### src/rtl/video_start_sequencer.sv
// Restart sequencer for the HDMI output datapath: holds it in reset, loads the new video
// config, waits for buffered capture lines, triggers start and supervises fullcycle with retry.
module video_start_sequencer #(
  parameter int SETTLE_CYCLES  = 1024,
  parameter int START_LINES    = 4,
  parameter int TIMEOUT_CYCLES = 4000000,
  parameter int MAX_RETRIES    = 3
) (
  input  logic       clock,
  input  logic       reset,
  input  logic       pll_locked,
  input  logic       config_change,
  input  logic       in_frame_start,
  input  logic       in_line_done,
  input  logic       fullcycle,
  output logic       r2v_reset,
  output logic       config_load,
  output logic       starttrigger,
  output logic       running,
  output logic       failed,
  output logic [1:0] retry_count,
  output logic [3:0] seq_state
);

  localparam int SW = $clog2(SETTLE_CYCLES + 1);
  localparam int LW = $clog2(START_LINES + 1);
  localparam int TW = $clog2(TIMEOUT_CYCLES + 1);

  localparam logic [SW-1:0] SETTLE_MAX = SW'(SETTLE_CYCLES);
  localparam logic [LW-1:0] LINES_MAX  = LW'(START_LINES);
  localparam logic [TW-1:0] TO_LAST    = TW'(TIMEOUT_CYCLES - 1);
  localparam logic [1:0]    RETRY_MAX  = 2'(MAX_RETRIES);

  typedef enum logic [3:0] {
    WAIT_LOCK  = 4'd0,
    HOLD       = 4'd1,
    LOAD       = 4'd2,
    WAIT_FRAME = 4'd3,
    FILL       = 4'd4,
    START      = 4'd5,
    WAIT_FULL  = 4'd6,
    RUN        = 4'd7,
    FAIL       = 4'd8
  } state_t;

  state_t        state_q, state_d;
  logic [SW-1:0] settle_q, settle_d;
  logic [LW-1:0] line_q, line_d;
  logic [TW-1:0] to_q, to_d;
  logic [1:0]    retry_q, retry_d;
  logic [1:0]    retry_inc;
  logic          r2v_reset_q, r2v_reset_d;
  logic          config_load_q, config_load_d;
  logic          starttrigger_q, starttrigger_d;
  logic          running_q, running_d;
  logic          failed_q, failed_d;

  assign retry_inc = retry_q + 2'd1;

  always_comb begin
    state_d  = state_q;
    settle_d = settle_q;
    line_d   = line_q;
    to_d     = to_q;
    retry_d  = retry_q;

    // settle_q counts HOLD cycles including the entry cycle, so entering HOLD loads 1
    case (state_q)
      WAIT_LOCK: begin
        if (pll_locked) begin
          state_d  = HOLD;
          settle_d = SW'(1);
        end
      end
      HOLD: begin
        if (settle_q >= SETTLE_MAX) state_d = LOAD;
        else                        settle_d = settle_q + SW'(1);
      end
      LOAD: state_d = WAIT_FRAME;
      WAIT_FRAME: begin
        if (in_frame_start) begin
          state_d = FILL;
          line_d  = '0;
        end
      end
      FILL: begin
        if (in_frame_start) begin
          line_d = '0;
        end else if (in_line_done) begin
          line_d = line_q + LW'(1);
          if (line_q + LW'(1) >= LINES_MAX) begin
            state_d = START;
            to_d    = '0;
          end
        end
      end
      START: begin
        // to_q tracks cycles since starttrigger (START cycle = 0)
        state_d = WAIT_FULL;
        to_d    = TW'(1);
      end
      WAIT_FULL: begin
        if (fullcycle) begin
          state_d = RUN;
        end else if (to_q >= TO_LAST) begin
          retry_d = retry_inc;
          if (retry_inc < RETRY_MAX) begin
            state_d  = HOLD;
            settle_d = SW'(1);
          end else begin
            state_d = FAIL;
          end
        end else begin
          to_d = to_q + TW'(1);
        end
      end
      RUN:     state_d = RUN;
      FAIL:    state_d = FAIL;
      default: state_d = WAIT_LOCK;
    endcase

    if (!pll_locked) begin
      state_d  = WAIT_LOCK;
      retry_d  = '0;
      settle_d = '0;
    end else if (config_change && state_q != WAIT_LOCK) begin
      state_d  = HOLD;
      retry_d  = '0;
      settle_d = SW'(1);
    end

    r2v_reset_d    = (state_d == WAIT_LOCK) || (state_d == HOLD) || (state_d == FAIL);
    config_load_d  = (state_d == LOAD);
    starttrigger_d = (state_d == START);
    running_d      = (state_d == RUN);
    failed_d       = (state_d == FAIL);
  end

  always_ff @(posedge clock or posedge reset) begin
    if (reset) begin
      state_q        <= WAIT_LOCK;
      settle_q       <= '0;
      line_q         <= '0;
      to_q           <= '0;
      retry_q        <= '0;
      r2v_reset_q    <= 1'b1;
      config_load_q  <= 1'b0;
      starttrigger_q <= 1'b0;
      running_q      <= 1'b0;
      failed_q       <= 1'b0;
    end else begin
      state_q        <= state_d;
      settle_q       <= settle_d;
      line_q         <= line_d;
      to_q           <= to_d;
      retry_q        <= retry_d;
      r2v_reset_q    <= r2v_reset_d;
      config_load_q  <= config_load_d;
      starttrigger_q <= starttrigger_d;
      running_q      <= running_d;
      failed_q       <= failed_d;
    end
  end

  assign r2v_reset    = r2v_reset_q;
  assign config_load  = config_load_q;
  assign starttrigger = starttrigger_q;
  assign running      = running_q;
  assign failed       = failed_q;
  assign retry_count  = retry_q;
  assign seq_state    = state_q;

endmodule

### config.mk
export PLATFORM = sky130hd
export DESIGN_NAME = video_start_sequencer
export DESIGN_NICKNAME = d
export VERILOG_FILES = /design/src/rtl/video_start_sequencer.sv
export SDC_FILE = /design/constraint.sdc
export NUM_CORES = 1
export LEC_CHECK = 0
export BUFFER_PORTS_ARGS = -buffer_cell sky130_fd_sc_hd__buf_2
export CORE_UTILIZATION = 36
export DETAILED_ROUTE_END_ITERATION = 6
export PLACE_DENSITY = 0.54
export SYNTH_ARGS = -nofsm -noshare
export SYNTH_HDL_FRONTEND = slang
export SYNTH_SLANG_ARGS = --single-unit
### constraint.sdc
create_clock -name clock -period 2.95 [get_ports clock]
set_clock_uncertainty 0.15 [all_clocks]
set_input_delay 0 -clock clock [delete_from_list [all_inputs] [get_ports clock]]
set_output_delay 0 -clock clock [all_outputs]
set_load 0.01 [all_outputs]
==> out/metrics.yaml <==
syn_to_final_growth_pct: 15.65
hold_path.class: "input port to register"
clkTransAtPathRegs_ps: 90
grt-ovfl-total: 0
wire_per_inst_um: 14.47
worstSetupStartpointType: "register"
die_area_mm2: 0.007925
vias_per_cell: 5.539
ctsHtreeMaxLevel: 2
setup_violations: 0
period_share_pct: 92.01
path_class: "register to register"
rows: 31
cts_sinks: 47
clk-insertion-delay-late_ps: 300
end_kind: "register"
cap_violations: 0
p_per_area_mw_per_mm2: 402.7
whs_ps: 45.97
hold_depth: 4
drt_pass1_iterations: 6
cts_tree: "yes"
ys_warn_count: 0
fin_tns_setup_ps: 0
num_io_pins: 18
rr_startpoint: "line_q[0]"
grt_max_degree: 48
slew_headroom_pct: 33.74
r2r_cells: 7
grt_pass1_vias: 2250
synth_top_flop_cell: "dfrtp_1"
arrival_ps: 2790
cts_buffer_depth: 2
layout.nets: 349
synthTopCellsByArea: "dfrtp_1, o21ai_0, nand2_1, nor2_1, a21oi_1"
slew_viol_final: 0
stdcell_count: 438
port_buffers: 17
core-area_mm2: 0.007292
hold_violations: 0
crit_required_ps: 3030
path_max_fanout: 14
syn-num-nets: 320
min_period_ps: 2714
die_h_um: 89.03
vias: 2426
grt_antenna_before_repair: 0
fmax_ghz: 0.3684
synthTopCellsByCount: "dfrtp_1, nand2_1, nor2_1"
ys_ff_latch: 47
syn_avg_cell_area_um2: 8.823
post_cts_buffers: 0
synth_edf_count: 0
status: "finished clean"
rsz0062_at_grt: "false"
synth_most_common_cell: "dfrtp_1"
initial_core_util_pct: 37.39
detail-route-antenna-nets: 0
syn_area_mm2: 0.002726
synthCells: 309
grt_pass1_wl_um: 10740
layout-drive-gt1-share_pct: 13.57
ff2ff_setup_slack_ps: 240
ys_types: 53
root_buffer: "clkbuf_8"
leakage_uw: 0.001415
dp_hpwl_um: 4403
first_iter_violations: 131
wirelength_um: 6336
fp.dieW_um: 89.03
n_antenna_cell: 0
drc: 0
hp-start: "config_change"
synth.top_cell.area_share_pct: 42.22
place.gp.congestion: 0.8427
max-vdd-ir-drop_uv: 187.9
async_flop_share_pct: 100.0
crit_start: "line_q[0]"
grtUsageTotal_pct: 17.50
dpl.cell_count: 423
yosys.area.top_type: "dfrtp_1"
cts_made_buffers: 5
ys_seq_area_share_pct: 43.18
worst_slew_pin_slew_ps: 993.9
[cell families (layout without fill, tap and decap cells)]
logic type	count (synthesis)	in the layout	synth area share, %
AOI/OAI and AO/OA	79	79	20.28
xor gates and xnor gates	5	5	1.607
adders and majority gates	4	4	1.836
buffers and inverters	22	52	3.442
DFF	47	47	43.18
muxes	2	2	0.7802
and+or+nand+nor	150	150	28.87
[flip-flops by register name, summed over array words and instances (netlist names)]
signal,flops
seq_state,4
settle_q,11
retry_count,2
starttrigger,1
line_q,3
running,1
failed,1
r2v_reset,1
config_load,1
to_q,22
[routing by layer]
metal  track usage (%)  up-vias  wire length, µm
li1                  -     1202                -
met4             5.195        0               63
met2             28.32       39             2972
met1             24.08     1179             3116
met3             3.047        6              183
met5                 0        -                0
[power by group]
| group | total, µW | internal [µW] | switching, µW | leakage, µW |
|---|---|---|---|---|
| sequential | 654 | 648 | 5.46 | 0.000644 |
| clock | 557 | 339 | 219 | 0.0000654 |
| combinational | 58.6 | 22.2 | 36.4 | 0.000706 |
[final cells by class]
cell class | instances | area (µm²)
timing repair buffer | 33 | 222.7
tap | 99 | 123.9
clock buffer | 6 | 72.57
fill | 756 | 4139
sequential | 47 | 1177
clock inverter | 2 | 60.06
multi-input combinational | 240 | 1455
inverter | 11 | 41.29
[worst max-delay path, stage by stage (launching register included)]
cell,delay (ps)
dfrtp_1,410
ha_1,210
xnor2_1,120
nor3b_1,290
o311a_1,370
nand3_1,380
or3_2,560
a21oi_1,150
[final timing paths]
kind,to
min in group asynchronous,to_q[7]
setup reg to reg,to_q[14]
hold / removal,config_load
setup / recovery,to_q[14]
hold reg to reg,to_q[1]
max in group asynchronous,to_q[16]
[metrics by stage]
step / setup WS [ps] / power [µW] / util [%] / instance area (µm²)
after global routing: 72.32 / 1327 / 43.24 / 3153
after detailed placement: 292.7 / 719.8 / 40.46 / 2950
after global placement: 340.4 / 719.8 / 40.46 / 2950
after CTS: 248.1 / 1293 / 43.24 / 3153
after floorplan: 689.2 / 698.9 / - / 2726
final: 235.7 / 1270 / 43.24 / 3153
[cells in the final DEF (no fill, tap or decap), drive strengths merged, types with 2 or more instances in the layout]
| master | count |
|---|---|
| dlygate4sd3 | 7 |
| o31ai | 2 |
| xnor2 | 2 |
| a221o | 3 |
| a211o | 5 |
| nand3 | 16 |
| o21a | 3 |
| ha | 4 |
| and2 | 6 |
| buf | 26 |
| or4 | 3 |
| or3 | 14 |
| a21o | 3 |
| clkbuf | 6 |
| bufinv | 2 |
| dfrtp | 46 |
| and3 | 10 |
| o21ai | 26 |
| nand4 | 13 |
| inv | 11 |
| a31oi | 3 |
| nor2b | 6 |
| nor3b | 3 |
| nor3 | 9 |
| o211ai | 5 |
| a21oi | 17 |
| nand2b | 2 |
| nand2 | 29 |
| nor4 | 4 |
| xor2 | 3 |
| and4 | 2 |
| nor2 | 29 |
| o41ai | 2 |
[repair_timing]
item                                   in CTS  in global routing
endpoints found under the hold margin      56                  0
gates resized for setup                     0                  0
hold buffers                                7                  0
Power figures use the tool's default switching activity.
